--- src/rtl/shift_stage_32.sv ---
// rtl/shift_stage_32.sv - two-stage pipelined 32-bit shift unit with valid/ready on both sides
// Optional feature macro: SHIFT_STAGE_ZERO_FLAG_EN (adds a registered zero flag output)

// Right-only logarithmic barrel shifter; vacated upper bits take the fill bit.
module barrel_shift_right_32 (
  input  logic [31:0] data_i,
  input  logic        fill_i,
  input  logic [4:0]  shamt_i,
  output logic [31:0] shifted_o
);

  logic [31:0] st0, st1, st2, st3;

  // Five mux levels, one per shift-amount bit (1, 2, 4, 8, 16).
  always_comb begin
    st0       = shamt_i[0] ? {fill_i, data_i[31:1]}       : data_i;
    st1       = shamt_i[1] ? {{2{fill_i}}, st0[31:2]}     : st0;
    st2       = shamt_i[2] ? {{4{fill_i}}, st1[31:4]}     : st1;
    st3       = shamt_i[3] ? {{8{fill_i}}, st2[31:8]}     : st2;
    shifted_o = shamt_i[4] ? {{16{fill_i}}, st3[31:16]}   : st3;
  end

endmodule

module shift_stage_32 (
  input  logic        clk,
  input  logic        rst_n,
  input  logic        in_valid,
  output logic        in_ready,
  input  logic [1:0]  op,
  input  logic [31:0] a,
  input  logic [4:0]  shamt,
  output logic        out_valid,
  input  logic        out_ready,
  output logic [31:0] result
`ifdef SHIFT_STAGE_ZERO_FLAG_EN
  ,
  output logic        zero
`endif
);

  typedef enum logic {
    EMPTY = 1'b0,
    FULL  = 1'b1
  } stage_state_e;

  stage_state_e s1_state_q, s1_state_d;
  stage_state_e s2_state_q, s2_state_d;

  logic [31:0] s1_data_q, s1_data_d;
  logic [4:0]  s1_shamt_q, s1_shamt_d;
  logic        s1_fill_q, s1_fill_d;
  logic        s1_left_q, s1_left_d;
  logic [31:0] s2_data_q, s2_data_d;
`ifdef SHIFT_STAGE_ZERO_FLAG_EN
  logic        s2_zero_q, s2_zero_d;
`endif

  logic        s1_valid, s2_valid;
  logic        s2_adv, accept;
  logic [31:0] shifted;
  logic [31:0] s2_result;

  function automatic logic [31:0] bitrev(input logic [31:0] v);
    logic [31:0] r;
    for (int i = 0; i < 32; i++) begin
      r[i] = v[31-i];
    end
    return r;
  endfunction

  // Left shifts reuse the right shifter: operand reversed in S1, result reversed back here.
  barrel_shift_right_32 u_shifter (
    .data_i   (s1_data_q),
    .fill_i   (s1_fill_q),
    .shamt_i  (s1_shamt_q),
    .shifted_o(shifted)
  );

  // Handshake: S2 drains or is empty lets S1 advance; S1 free or advancing accepts input.
  always_comb begin
    s1_valid  = (s1_state_q == FULL);
    s2_valid  = (s2_state_q == FULL);
    s2_adv    = s1_valid && (!s2_valid || out_ready);
    in_ready  = !s1_valid || s2_adv;
    accept    = in_valid && in_ready;
    s2_result = s1_left_q ? bitrev(shifted) : shifted;
  end

  // Per-stage EMPTY/FULL next state and operand/result capture.
  always_comb begin
    s1_state_d = s1_state_q;
    s1_data_d  = s1_data_q;
    s1_shamt_d = s1_shamt_q;
    s1_fill_d  = s1_fill_q;
    s1_left_d  = s1_left_q;
    s2_state_d = s2_state_q;
    s2_data_d  = s2_data_q;
`ifdef SHIFT_STAGE_ZERO_FLAG_EN
    s2_zero_d  = s2_zero_q;
`endif

    if (accept) begin
      s1_state_d = FULL;
      s1_data_d  = op[0] ? a : bitrev(a);
      s1_shamt_d = shamt;
      s1_fill_d  = (op == 2'b11) ? a[31] : 1'b0;
      s1_left_d  = ~op[0];
    end else if (s2_adv) begin
      s1_state_d = EMPTY;
    end

    if (s2_adv) begin
      s2_state_d = FULL;
      s2_data_d  = s2_result;
`ifdef SHIFT_STAGE_ZERO_FLAG_EN
      s2_zero_d  = ~|s2_result;
`endif
    end else if (out_ready) begin
      s2_state_d = EMPTY;
    end
  end

  // Pipeline registers; reset discards any in-flight requests immediately.
  always_ff @(posedge clk or negedge rst_n) begin
    if (!rst_n) begin
      s1_state_q <= EMPTY;
      s2_state_q <= EMPTY;
      s1_data_q  <= 32'h0;
      s1_shamt_q <= 5'h0;
      s1_fill_q  <= 1'b0;
      s1_left_q  <= 1'b0;
      s2_data_q  <= 32'h0;
`ifdef SHIFT_STAGE_ZERO_FLAG_EN
      s2_zero_q  <= 1'b0;
`endif
    end else begin
      s1_state_q <= s1_state_d;
      s2_state_q <= s2_state_d;
      s1_data_q  <= s1_data_d;
      s1_shamt_q <= s1_shamt_d;
      s1_fill_q  <= s1_fill_d;
      s1_left_q  <= s1_left_d;
      s2_data_q  <= s2_data_d;
`ifdef SHIFT_STAGE_ZERO_FLAG_EN
      s2_zero_q  <= s2_zero_d;
`endif
    end
  end

  // Output view of S2.
  always_comb begin
    out_valid = s2_valid;
    result    = s2_data_q;
`ifdef SHIFT_STAGE_ZERO_FLAG_EN
    zero      = s2_zero_q;
`endif
  end

endmodule

--- config.mk ---
export PLATFORM = sky130hd
export DESIGN_NAME = shift_stage_32
export DESIGN_NICKNAME = d
export VERILOG_FILES = /design/src/rtl/shift_stage_32.sv
export SDC_FILE = /design/constraint.sdc
export NUM_CORES = 1
export LEC_CHECK = 0
export BUFFER_PORTS_ARGS = -buffer_cell sky130_fd_sc_hd__buf_2
export CAP_MARGIN = 40
export CELL_PAD_IN_SITES_DETAIL_PLACEMENT = 0
export CELL_PAD_IN_SITES_GLOBAL_PLACEMENT = 1
export CORE_MARGIN = 5
export CORE_UTILIZATION = 35
export DETAILED_ROUTE_END_ITERATION = 10
export GPL_ROUTABILITY_DRIVEN = 0
export PLACE_DENSITY_LB_ADDON = 0.1
export SYNTH_ARGS = -nofsm -noshare
export SYNTH_HDL_FRONTEND = slang
export SYNTH_HIERARCHICAL = 1
export SYNTH_SLANG_ARGS = --single-unit
--- constraint.sdc ---
create_clock -name clk -period 3.2 [get_ports clk]
set_clock_uncertainty 0.1 [all_clocks]
set_input_delay 0 -clock clk [delete_from_list [all_inputs] [get_ports clk]]
set_output_delay 0 -clock clk [all_outputs]
set_load 0.1 [all_outputs]
Word-level counts from Yosys, hierarchy flattened

Cells that the tools add are included.

Mux-type cells: 12
Eq/ne operators: 1
Bitwise gates (word level): 1
Reductions and logical operators: 8

Operator list:

| cell                 | count |
|---|---|
| $mux W32             | 7 |
| $mux W1              | 5 |
| $reduce_bool A2 Y1   | 2 |
| $eq A2 B2 Y1 const B | 1 |
| $logic_and A1 B1 Y1  | 2 |
| $logic_not A1 Y1     | 2 |
| $logic_or A1 B1 Y1   | 2 |
| $not A1 Y1           | 1 |

Input port bits: 43
Word-level logic and storage cells: 29
Register bits after elaboration: 73
Output and inout bits: 34

Depth between registers and ports, before layout

Gate-level depths: netlist of run 1.

Word-level depth: 6
Depth in mapped cells: 10
Depth with buffers taken out: 6

Cells and area by module

The synthesis of run 1 kept the hierarchy.

By module, submodules not included:

| module                | cells an instance | area an instance (µm²) | sequential area each (µm²) | times used |
|---|---|---|---|---|
| shift_stage_32        | 315               | 3559.7                 | 1826.8                     | 1 |
| barrel_shift_right_32 | 228               | 2085.8                 | 0.0                        | 1 |

Worst setup path after synthesis of run 1

Ideal clock, no wire load.

Path type: reg2reg
From: reg s1_shamt_q[0]
To: reg s2_data_q[28] (netlist: result[28])
Setup slack: 0.930 ns
Path buffers: 2
Period minus slack after synthesis: 2.270 ns
Arrival: 2.040 ns
Stages on the path, launching flop included: 8
Data required time: 2.970 ns
Library setup time: 0.130 ns
Cells stage by stage: dfrtp_1 > buf_4 > buf_2 > mux4_2 > a221oi_1 > o221ai_1 > mux2i_1 > a31oi_1

Longest elaborated chain between the ends: 6

Ends and longest elaborated chain:

| element                | line | RTL |
|---|---|---|
| start, declared        | 51   | `logic [4:0] s1_shamt_q, s1_shamt_d;` |
| start signal, assigned | 141  | `s1_shamt_q <= s1_shamt_d;` |
| $mux W32               | 16   | `st0 = shamt_i[0] ? {fill_i, data_i[31:1]} : data_i;` |
| $mux W32               | 17   | `st1 = shamt_i[1] ? {{2{fill_i}}, st0[31:2]} : st0;` |
| $mux W32               | 18   | `st2 = shamt_i[2] ? {{4{fill_i}}, st1[31:4]} : st1;` |
| $mux W32               | 19   | `st3 = shamt_i[3] ? {{8{fill_i}}, st2[31:8]} : st2;` |
| $mux W32               | 20   | `shifted_o = shamt_i[4] ? {{16{fill_i}}, st3[31:16]} : st3;` |
| via shifted[3]         | 61   | `logic [31:0] shifted;` |
| $mux W32               | 87   | `s2_result = s1_left_q ? bitrev(shifted) : shifted;` |
| end signal, assigned   | 144  | `s2_data_q <= s2_data_d;` |
| end, declared          | 54   | `logic [31:0] s2_data_q, s2_data_d;` |

The timed path passes the listed nets, and every way through them passes these cells.
A chain may end at the register's enable or synchronous reset.

Worst setup path in the final report of run 1

From: reg s1_shamt_q[1]
To: reg s2_data_q[28] (netlist: result[28])

Longest elaborated chain between the ends: 5

Ends and longest elaborated chain:

| element        | line |
|---|---|
| $mux W32       | 17 |
| $mux W32       | 18 |
| $mux W32       | 19 |
| $mux W32       | 20 |
| via shifted[3] | 61 |
| $mux W32       | 87 |

The timed path passes the listed nets, and every way through them passes these cells.

==> run summary, run 1 <==
pwr dens: 744 mW/mm2
worst reg-to-reg setup slack: 0.55 ns
internal power: 2.63 mW
grt ovf: 0
commonest non-fill, non-tap cell in the layout: mux2i_1
CTS H-tree depth: 3
cell area after layout: 0.00699 mm2
Die W: 137 um
Mean Syn Cell Area: 10.4 um2
Synth Net Count: 586
Total GRT Usage: 18.0%
Gate power share: 54.5%
worst-margin pin slew: 0.838 ns
Initial Util: 35.7%
worst hold start: in_valid
clock slew at reported path FFs: 0.06 ns
final hold viol count: 0
number of diodes: 0
Detail Placement HPWL: 12.2 mm
Clock Tree Root: clkbuf_16
area leader, netlist: dfrtp_1
post-synthesis sequential area ratio: 32.4%
Tcrit/Tclk final: 82.8%
Max-slew headroom: 43.7%
Placement Cell Area: 0.00613 mm2
DRC Markers: 0
CTS tree: done
CTS Sinks: 73
Max VDD drop: 0.000303 V
post-CTS setup buffer count: 0
Post-Syn Area: 0.00565 mm2
Rows: 46
Fmax: 377 MHz
number of CTS-inserted buffers: 9
initial antenna violation count: 0
max_cap viols: 0
final setup TNS: 0 ns
RSZ-0062 raised after global routing: false
Via Count: 4979
Area contributors post-synth: dfrtp_1 (32%), mux2i_1 (18%), mux4_2 (12%)
Synth cell types: 54
Pre-Repair DR Iteration Count: 5
sw power: 2.58 mW
HP Class: primary input to register
Cells after Synth: 543
Die H: 137 um
die area: 0.0188 mm2
final max-slew violation count: 0
commonest non-fill, non-tap cells in the layout: mux2i_1 (102), buf_2 (76), a21oi_1 (73), dfrtp_1 (71), a31oi_1 (64)
Area Growth Syn to Fin: 23.9%
setup ws final: 0.551 ns
CP Max Fanout: 47
first-pass GRT wire length: 26.3 mm
Leak: 2.94 nW
vias in the first global route: 4720
largest net degree at the start of global routing: 68
ANT nets after route: 0
Starting DRT DRC Count: 380
Worst Setup SP: s1_shamt_q[1]
clock latency on the worst-skew pair: 0.35 ns
Total Power: 5.20 mW
WHS: 0.0455 ns
Final #Nets: 689
outcome: finished, final reports clean
DR WL/cell: 19.0 um
sequential share of power: 25.9%
worst reg2reg path startpoint: s1_shamt_q[1]
Vias per Instance: 5.74
CTS Buffer Depth: 2
dpl ws: 0.537 ns
crit end category: register
share of layout cells above drive strength 1: 25.8%
yosys warns: 6
crit path time final: 2.65 ns
Buffers on Ports: 76
DP Cell Count: 795
WP data arrival: 2.74 ns
DRT Wirelength: 16.5 mm
core area: 0.0158 mm2
top_reg_cell synth: dfrtp_1
Core Util, Final: 44.2%
Post-synth EDFFs: 0
Sw Ratio: 49.5%
Seq cells post-synth: 73
Critical Path Source Type: register
io pins: 77
Req. time, crit path: 3.29 ns
Synth top area share: 32.4%
# setup viols final: 0
Clock power frac: 19.6%
Setup CP Type: register to register
fillers: 1542
asr flop ratio synth: 100%
final cell count without fillers: 867
-- state kept, by name, indices dropped and copies added (netlist names) --
name and cells:
result 32, s1_data_q 32, s1_shamt_q 5, out_valid 1
s1_fill_q 1, s1_left_q 1, s1_state_q 1
-- power by group through the flow --
| stage | combinational, mW | sequential, mW | clock [mW] |
|---|---|---|---|
| floorplan | 1.24 | 2.29 | 0 |
| global placement | 2.78 | 1.36 | 0 |
| detailed placement | 2.78 | 1.36 | 0 |
| CTS | 2.84 | 1.35 | 1.05 |
| global route | 3.00 | 1.38 | 1.08 |
| finish | 2.84 | 1.35 | 1.02 |
-- path summary, 6_finish.rpt --
kind,end,cells past startpoint
worst max register to register,result[28],7
worst max-delay path,result[28],7
worst min-delay path,s1_data_q[17],2
min in group asynchronous,result[23],2
max in group asynchronous,s1_data_q[28],3
worst min register to register,result[29],2
-- layout make-up --
type	instances	area, um2	share of cell area, %
clock inverters	4	52.6	0.751
repair buffers	153	1140	16.2
flip-flops and latches	73	1830	26.2
inverters	6	22.5	0.322
clock buffers	12	246	3.52
well taps	216	270	3.86
multi-input cells	403	3440	49.1
-- routing by layer --
metal / up-vias / wire, um / GRT usage (%)
li1: 2370 / - / -
met1: 2415 / 7630 / 25.3
met2: 166 / 7530 / 27.9
met3: 28 / 890 / 2.35
met4: 0 / 456 / 7.32
met5: - / 0 / 0
-- cells in the mapped netlist, drive strengths merged, types with 8 or more instances --
cell and number:
mux2 16, buf 43, clkbuf 18, o221ai 8, o21ai 15, a21oi 73
dfrtp 73, mux4 31, nor2 10, a31oi 64, mux2i 102, nand2 16
-- what timing repair did --
action | CTS | global route
hold endpoints to repair | 59 | 0
hold buffers | 56 | 0
endpoints found under the setup margin | 0 | 0
gates resized for setup | 0 | 0
-- worst max-delay path, cell delays in order, from the launching register on --
cell and delay (ns):
dfrtp_2 0.48, buf_12 0.30, mux4_2 0.42, a32o_1 0.29, a221oi_1 0.31, o221ai_1 0.25, mux2i_1 0.22, a31oi_1 0.11
-- logic make-up after synthesis --
| logic type | count (synthesis) | synth area share, % |
|---|---|---|
| DFF | 73 | 32.4 |
| and+or+nand+nor | 52 | 4.99 |
| AOI/OAI and AO/OA | 202 | 22.2 |
| muxes | 149 | 33.6 |
| buffers and inverters | 67 | 6.80 |
(Power assumes the default switching activity.)
==> inputs of run 2 (changes only) <==
Clock period 3.2 ns to 2.75 ns, I/O delays scaled along.
==> run summary, run 2 (synthesis gave the netlist of run 1 again) <==
DRC Markers: 0
fillers: 1511
Max-slew headroom: 57.4%
Clock Tree Root: clkbuf_16
Pre-Repair DR Iteration Count: 5
largest net degree at the start of global routing: 74
final setup TNS: 0 ns
DRT Wirelength: 17.2 mm
DP Cell Count: 806
grt ovf: 0
Detail Placement HPWL: 12.5 mm
vias in the first global route: 4910
Final #Nets: 700
Fmax: 388 MHz
multi-input logic area: 0.00344 mm2
Rows: 46
Max VDD drop: 0.000480 V
Worst R2R Path Depth: 7
Total GRT Usage: 18.9%
outcome: finished, final reports clean
CP Max Fanout: 31
HP Class: primary input to register
CTS Buffer Depth: 2
Tcrit/Tclk final: 93.8%
clock slew at reported path FFs: 0.06 ns
pwr dens: 865 mW/mm2
worst hold start: in_valid
commonest non-fill, non-tap cells in the layout: mux2i_1 (101), buf_2 (76), a21oi_1 (73), dfrtp_1 (71), a31oi_1 (64)
Area Growth Syn to Fin: 25.8%
die area: 0.0188 mm2
number of diodes: 0
max_cap viols: 0
final hold viol count: 0
initial antenna violation count: 0
CTS H-tree depth: 3
CTS tree: done
Register Area: 0.00183 mm2
Starting DRT DRC Count: 358
first-pass GRT wire length: 27.6 mm
crit path time final: 2.58 ns
ANT nets after route: 0
Vias per Instance: 5.75
WHS Path Cells: 2
worst reg2reg path startpoint: s1_shamt_q[1]
worst reg-to-reg setup slack: 0.17 ns
Worst Hold Endpoint: s1_data_q[10]
core area: 0.0158 mm2
Die H: 137 um
Die W: 137 um
commonest non-fill, non-tap cell in the layout: mux2i_1
final max-slew violation count: 0
Initial Util: 35.7%
clock latency on the worst-skew pair: 0.35 ns
worst-margin pin slew: 0.639 ns
crit end category: register
Setup CP Type: register to register
post-CTS setup buffer count: 0
WP data arrival: 2.67 ns
io pins: 77
final cell count without fillers: 877
Buffers on Ports: 76
# setup viols final: 0
CTS Sinks: 73
Worst R2R End: result[31]
DR WL/cell: 19.6 um
Critical Path Source Type: register
Via Count: 5044
Req. time, crit path: 2.84 ns
RSZ-0062 raised after global routing: false
share of layout cells above drive strength 1: 27.1%
Leak: 3.00 nW
number of CTS-inserted buffers: 9
run 2: cell types whose count changed in the layout (fill, tap and decap cells not counted), sizes merged:
cell / change
buf: +11
clkbuf: +1
clkinv: -3
clkinvlp: +1
run 2: worst max path at each step:
| stage | from | to | slack [ns] | cells past startpoint |
|---|---|---|---|---|
| 2_1_floorplan | s1_shamt_q[0] | result[28] | 0.48 | 7 |
| 3_3_place_gp | s1_shamt_q[1] | result[30] | 0.03 | 7 |
| 3_5_place_dp | s1_shamt_q[1] | result[1] | 0.08 | 7 |
| 4_1_cts | s1_shamt_q[1] | result[1] | 0.08 | 7 |
| 5_1_grt | s1_shamt_q[0] | result[12] | 0.004 | 7 |
| 6_report | s1_shamt_q[1] | result[31] | 0.17 | 7 |
run 2: critical path, cell delays in order, from the launching register on:
cell and delay (ns):
dfrtp_2 0.51, buf_12 0.25, mux2i_1 0.49, mux2i_1 0.28
a22oi_1 0.30, nand3_1 0.19, mux2i_1 0.19, a31oi_1 0.09
run 2: timing repair:
item                       in CTS  in global routing
setup endpoints to repair       0                  3
hold buffers                   56                  0
resized for setup               0                  1
hold endpoints to repair      112                  0
run 2: final cells by class:
type,count,share of cell area (%)
clock buffer,13,3.66
clock inverter,2,0.528
inverter,6,0.317
multi-input combinational,403,48.4
sequential,73,25.7
tap,216,3.80
timing repair buffer,164,17.5
run 2: where the power goes:
group          switching [mW]  internal [mW]
clock                   0.473          0.748
combinational            2.32           1.04
sequential              0.241           1.32
total                    3.03           3.11
run 2: metal layers:
metal	GRT usage [%]	part of all wire (%)	vias up
met2	29.2	46	168
met4	7.98	3.1	0
li1	-	-	2385
met3	3.16	5.4	36
met1	26.1	46	2455
met5	0	0	-
run 2: stage by stage:
| stage | instance area (um2) | utilization [%] | worst slack, ns | total power, mW | hold WS (ns) |
|---|---|---|---|---|---|
| floorplan | 5650 | - | 0.480 | 4.11 | -0.396 |
| global placement | 6220 | 39.3 | 0.0304 | 4.85 | -0.0342 |
| detailed placement | 6240 | 39.4 | 0.0847 | 4.87 | -0.0386 |
| CTS | 7100 | 44.9 | 0.0832 | 6.18 | 0.0418 |
| global route | 7100 | 44.9 | 0.00408 | 6.45 | 0.0835 |
| finish | 7100 | 44.9 | 0.171 | 6.14 | 0.0481 |
